`config.mk`:
```
export PLATFORM = sky130hd
export DESIGN_NAME = aes_enc_arbiter
export DESIGN_NICKNAME = d
export VERILOG_FILES = /design/src/rtl/aes_enc_arbiter.sv
export SDC_FILE = /design/constraint.sdc
export NUM_CORES = 1
export LEC_CHECK = 0
export CORE_AREA = 8 8 248 250
export CTS_CLUSTER_SIZE = 20
export DETAILED_ROUTE_END_ITERATION = 12
export DIE_AREA = 0 0 256 258
export PLACE_DENSITY = 0.48
export SLEW_MARGIN = 20
export SYNTH_ARGS = -nofsm -noshare
export SYNTH_HDL_FRONTEND = slang
export SYNTH_SLANG_ARGS = --single-unit
```
`constraint.sdc`:
```
create_clock -name wb_clk_i -period 4.75 [get_ports wb_clk_i]
set_input_delay 0.95 -clock wb_clk_i [delete_from_list [all_inputs] [get_ports wb_clk_i]]
set_output_delay 0.95 -clock wb_clk_i [all_outputs]
set_load 0.01 [all_outputs]
```
`src/rtl/aes_enc_arbiter.sv`:
```
// Round-robin arbiter that shares one AES encryption engine between NREQ requesters,
// sequencing one cs/done job at a time and aborting jobs whose done never arrives.
module aes_enc_arbiter #(
  parameter int NREQ    = 2,
  parameter int TIMEOUT = 1024,
  parameter int TW      = 16
) (
  input  logic                 wb_clk_i,
  input  logic                 wb_rst_ni,
  input  logic [NREQ-1:0]      req_i,
  input  logic [NREQ*128-1:0]  req_pt_i,
  output logic [NREQ-1:0]      ack_o,
  output logic [NREQ-1:0]      done_o,
  output logic [127:0]         ct_o,
  output logic                 err_o,
  output logic                 busy_o,
  output logic                 enc_cs,
  output logic [127:0]         plaintext_o,
  input  logic                 enc_done,
  input  logic [127:0]         ciphertext_i
);

  localparam int LW = (NREQ > 1) ? $clog2(NREQ) : 1;
  localparam logic [TW-1:0] WD_LAST = TW'((TIMEOUT > 0) ? (TIMEOUT - 1) : 0);
  localparam bit WD_EN = (TIMEOUT != 0);

  typedef enum logic [0:0] {
    ST_IDLE = 1'b0,
    ST_BUSY = 1'b1
  } state_t;

  state_t          state_r;
  logic [LW-1:0]   last_r;
  logic [LW-1:0]   cur_r;
  logic [TW-1:0]   wd_r;
  logic [NREQ-1:0] ack_r;
  logic [NREQ-1:0] done_r;
  logic [127:0]    ct_r;
  logic [127:0]    pt_r;
  logic            err_r;
  logic            busy_r;
  logic            enc_cs_r;

  logic [LW-1:0]   grant_idx_s;
  logic            grant_found_s;
  logic            wd_expire_s;

  function automatic logic [NREQ-1:0] to_onehot(input logic [LW-1:0] idx);
    to_onehot = {{(NREQ-1){1'b0}}, 1'b1} << idx;
  endfunction

  // Round-robin pick: first requester after the last one served, wrapping around.
  always_comb begin
    grant_found_s = 1'b0;
    grant_idx_s   = {LW{1'b0}};
    for (int i = 1; i <= NREQ; i++) begin
      int idx;
      idx = (int'(last_r) + i) % NREQ;
      grant_idx_s   = (!grant_found_s && req_i[LW'(idx)]) ? LW'(idx) : grant_idx_s;
      grant_found_s = grant_found_s | req_i[LW'(idx)];
    end
  end

  // Watchdog expiry; a simultaneous enc_done takes precedence in the FSM.
  always_comb begin
    wd_expire_s = WD_EN && (wd_r == WD_LAST);
  end

  // Job sequencer: IDLE grants and launches, BUSY waits for done or the watchdog.
  always_ff @(posedge wb_clk_i or negedge wb_rst_ni) begin
    if (!wb_rst_ni) begin
      state_r  <= ST_IDLE;
      last_r   <= LW'(NREQ - 1);
      cur_r    <= {LW{1'b0}};
      wd_r     <= {TW{1'b0}};
      ack_r    <= {NREQ{1'b0}};
      done_r   <= {NREQ{1'b0}};
      ct_r     <= 128'h0;
      pt_r     <= 128'h0;
      err_r    <= 1'b0;
      busy_r   <= 1'b0;
      enc_cs_r <= 1'b0;
    end else begin
      ack_r    <= {NREQ{1'b0}};
      done_r   <= {NREQ{1'b0}};
      err_r    <= 1'b0;
      enc_cs_r <= 1'b0;
      case (state_r)
        ST_IDLE: begin
          if (grant_found_s) begin
            pt_r     <= req_pt_i[{grant_idx_s, 7'd0} +: 128];
            ack_r    <= to_onehot(grant_idx_s);
            enc_cs_r <= 1'b1;
            busy_r   <= 1'b1;
            cur_r    <= grant_idx_s;
            wd_r     <= {TW{1'b0}};
            state_r  <= ST_BUSY;
          end
        end
        ST_BUSY: begin
          wd_r <= wd_r + TW'(1);
          if (enc_done) begin
            ct_r    <= ciphertext_i;
            done_r  <= to_onehot(cur_r);
            busy_r  <= 1'b0;
            last_r  <= cur_r;
            state_r <= ST_IDLE;
          end else if (wd_expire_s) begin
            done_r  <= to_onehot(cur_r);
            err_r   <= 1'b1;
            busy_r  <= 1'b0;
            last_r  <= cur_r;
            state_r <= ST_IDLE;
          end
        end
        default: begin
          busy_r  <= 1'b0;
          state_r <= ST_IDLE;
        end
      endcase
    end
  end

  assign ack_o       = ack_r;
  assign done_o      = done_r;
  assign ct_o        = ct_r;
  assign err_o       = err_r;
  assign busy_o      = busy_r;
  assign enc_cs      = enc_cs_r;
  assign plaintext_o = pt_r;

endmodule

```
# Yosys cells after proc, flatten, opt, wreduce, memory -nomap -nowiden
# Cells that the tools add are included.
# classes
add_sub_neg	3
n_lt_le_gt_ge	2
n_eq_ne	3
shifts	3
muxes	27
bitwise	2
reduce_logical	7
# ops
op	count
$shiftx 256x9->128	1
$pmux 16 s2	1
$mux 1	18
$add 16x1->16 const B	1
$eq 16x10->1 const B	1
$mux 16	1
$mux 2	5
$reduce_and 2->1	4
$lt 1x3->1 const B	2
$pmux 1 s2	2
$shl 1x1->2 const A	2
$ne 3x2->1 const B	1
$add 1x1->1 const B	2
$ne 2x2->1 const B	1
$reduce_bool 2->1	1
$logic_and 1x1->1	1
$logic_not 1->1	1
$not 1->1	1
$or 1x1->1	1
# totals
register_bits	282
in_bits	389
output_inout_bits	263
word_cells	58

# Longest topological paths before layout
# logic_depth
word_depth	10
mapped_depth	7
mapped_depth_nobuf	5

# Worst setup path before layout
# OpenSTA, ideal clock, no wires.
# synth_path
path_kind	input-to-reg
from	input port enc_done
to	register ct_r[100], in the netlist ct_o[100]
setup_time_ps	128
t_arrival_ps	1778
required_time_ps	4622
setup_slack_ps	2844
stages	4
n_path_buf	2
path_cell_list	nand2_1 buf_2 buf_2 mux2_1
# synth_between
elab_chain_len	1
# synth_rtl
item	line_no	rtl
start: declaration	19	input logic enc_done,
$reduce_and 2->1 (no line)	n/a	
end signal: assignment	103	ct_r <= ciphertext_i;
end: declaration	38	logic [127:0] ct_r;
# Every way passes these cells.
# A chain may end at the register's enable or synchronous reset.

# Final worst setup path
# layout_path
from	register pt_r[43], in the netlist plaintext_o[43]
to	output port plaintext_o[43]
# layout_lines
item	line_no	rtl
start: declaration	39	logic [127:0] pt_r;
start signal: assignment	91	pt_r <= req_pt_i[{grant_idx_s, 7'd0} +: 128];
end: declaration	18	output logic [127:0] plaintext_o,
# No word-level cell between the ends.

==> reports/results.tsv <==
stage	metric	value	unit
clock_network	clkSinkCount	282	
detailed_routing	wl	48820	um
grt	grt_pass1_vias	10020	
timing	setup_violations	0	
job	drv_cap	0	
power_and_ir_drop	peakVddDrop	242.3	uV
setup_path	crit_path_start	plaintext_o[43]$_DFFE_PN0P_	
power_and_ir_drop	p_int	6.908	mW
clock_network	cts.clk_slew.worst_paths	0.06	ns
clock_network	htree_levels	2	
clock_network	cts_max_path_buffers	3	
clock_network	ctsHoldBuffers	0	
setup_path	cp.arrival	1.62	ns
grt	grtUsageTotal	14.13	%
synth	ys_ff_latch	282	
finish	nFillCells	5746	
setup_path	cp_slowest_cell	clkdlybuf4s50_1	
synth	syn-num-nets	1326	
detailed_routing	wl_per_cell	20.62	um
synth	yosys.area.top_type_share	59.93	%
detailed_routing	drt_first_pass_iters	4	
detailed_routing	drt_iter0_markers	360	
floorplanning	die_h	258	um
power_and_ir_drop	clockPowerShare	28.0	%
synth	synthCells	936	
setup_path	cp.required	3.80	ns
floorplanning	start_util	20.45	%
setup_path	crit_path_max_fanout	2	
synth	synth_area_leaders	dfrtp_1 (60%), mux2i_1 (11%), mux2_2 (8.9%)	
clock_network	cts.repair.resized	0	
timing	fin_tns_setup	0	ns
clock_network	cts_setup_buffers	0	
setup_path	cp_cell_sequence	clkdlybuf4s50_1	
setup_path	max_stage_delay	0.72	ns
placed_design	place_hpwl	38570	um
power_and_ir_drop	p_comb_share	36.5	%
setup_path	end_kind	output pin	
timing	fmax	389.3	MHz
clock_network	clk_latency	0.54	ns
floorplanning	coreArea	57370	sq um
timing	finalClockSkew	0.02010	ns
detailed_routing	ant_nets	0	
synth	syn_area	11730	sq um
clock_network	cts_root_buf	clkbuf_16	
timing	fin_crit	2.569	ns
power_and_ir_drop	seqPwrFrac	35.6	%
min_path	hp-class	reg2reg	
clock_network	tritoncts	yes	
detailed_routing	vias	9509	
placed_design	routabilityCongestion	0.7937	
detailed_routing	drc	0	
finish	area_delta_synth_final	73.13	%
grt	grt_pass1_wl	70520	um
setup_path	start_kind	register	
setup_path	path_delay_family	buffers and inverters	
finish	drive_above_1_share	10.51	%
synth	synth-warning-count	0	
synth	synth.distinct_cells	32	
clock_network	cts_buffers	37	
timing	relSlewSlack	36.77	%
floorplanning	std_cell_rows	88	
placed_design	place_area	19090	sq um
detailed_routing	via_per_inst	4.016	
power_and_ir_drop	p_leak	8.668	nW
floorplanning	io_pins	652	
timing	tightest_slew	0.9484	ns
min_path	hold_start	cur_r$_DFFE_PN0P_	
timing	min_period_over_period	54.08	%
power_and_ir_drop	power.switching	3.091	mW
setup_path	path_buf_inv	1	
grt	grt-ovfl-total	0	
synth	syn_area_per_cell	12.54	sq um
power_and_ir_drop	power_density	492.2	nW/um^2
grt	antenna_found_initial	14	
finish	final_area	20310	sq um
floorplanning	die-area	66050	sq um
synth	synth_seq_area_share	60.15	%
floorplanning	die_w	256	um
timing	hold_viol	0	
placed_design	port_buffers	650	
synth	synth_largest_area_cell	dfrtp_1	
run_status	outcome	finished clean	
timing	drv_slew	0	
timing	grt_setup_unrepaired	false	
power_and_ir_drop	switching_share	30.91	%
grt	grt_max_degree	113	
timing	whs	0.4723	ns
setup_path	crit_type	reg2out	
setup_path	rr_startpoint	last_r$_DFFE_PN1P_	
finish	nNetsFinal	1964	
[synthesized netlist by cell type, drive strengths merged]
cell type  number
dfrtp         281
o21ai         139
nand2         138
mux2i         131
mux2          129
buf            48
clkbuf         13
nand3          10
nor2            8
nand4           7
nand2b          5
o211ai          5
o31ai           5
and2            3
and3            2
and4            2
nor2b           2
nor3            2
a21oi           1
dfstp           1
ha              1
inv             1
nor4            1
xnor2           1
[worst paths after layout]
kind	endpoint	slack, ns	depth (start not counted)
max in group asynchronous	ct_o[41]$_DFFE_PN0P_	3.31	2
min in group asynchronous	ct_o[92]$_DFFE_PN0P_	0.50	1
min reg2reg	done_o[0]$_DFF_PN0_	0.47	1
max reg2reg	plaintext_o[59]$_DFFE_PN0P_	2.54	3
min	done_o[0]$_DFF_PN0_	0.47	1
max	plaintext_o[43]	2.18	1
[power by group through the flow]
stage | sequential [mW] | combinational, mW | clock, mW
finish | 3.56 | 3.64 | 2.80
global route | 3.66 | 3.92 | 3.00
CTS | 3.57 | 3.75 | 2.92
detailed placement | 3.61 | 3.75 | 0
global placement | 3.58 | 3.74 | 0
floorplan | 3.79 | 1.24 | 0
[routing by layer]
metal	track usage [%]	up-vias	routed length [um]
li1	-	4545	-
met1	15.38	4479	18450
met2	24.67	395	24400
met3	6.495	76	4844
met4	3.824	14	1030
met5	0	-	102
[stage by stage]
step / setup WS (ns) / std cells / power, mW / util [%]
floorplan: 2.844 / 936 / 5.027 / -
global placement: 1.707 / 2300 / 7.316 / 33.28
detailed placement: 1.691 / 2300 / 7.353 / 33.28
CTS: 2.111 / 2364 / 10.24 / 35.40
global route: 2.103 / 2366 / 10.58 / 35.40
finish: 2.181 / 2368 / 9.998 / 35.41
[sequential cells by signal (all words and copies together) (netlist names)]
signal	flops
done_o	2
enc_cs	1
state_r	1
err_o	1
cur_r	1
ack_o	2
busy_o	1
plaintext_o	128
ct_o	128
last_r	1
wd_r	16
[layout make-up]
cell class              instances  area (sq um)  area share, %
well taps                     765         957.2          4.712
flip-flops and latches        282          7062          34.76
inverters                       1         3.754        0.01848
repair buffers                660          6711          33.04
clock buffers                  55          1105          5.439
multi-input cells             592          4357          21.45
diodes                          4         10.01        0.04927
clock inverters                 9         108.9         0.5358
[layout by cell type, fill, tap and decap left out, drive strengths merged]
cell / n
nand2: 138
o21ai: 139
diode: 4
and4: 2
o31ai: 5
nor4: 1
a21oi: 1
and3: 2
mux2: 129
nand4: 7
nor2: 8
inv: 1
clkinvlp: 1
o211ai: 5
dfrtp: 281
xnor2: 1
mux2i: 131
ha: 1
clkdlybuf4s50: 649
bufinv: 2
nor3: 2
buf: 11
and2: 3
nor2b: 2
clkbuf: 55
nand3: 10
dfstp: 1
clkinv: 6
nand2b: 5
[cell families after synthesis]
kind of cell	after synthesis	synth area share [%]
AO/OA/AOI/OAI	150	6.643
multiplexers	260	23.56
adder cells (fa/ha/maj)	1	0.1066
XOR/XNOR	1	0.07466
AND/OR/NAND/NOR	180	6.622
buffers and inverters	62	2.847
flip-flops	282	60.15
No activity file was read; power rests on OpenSTA's default activity.
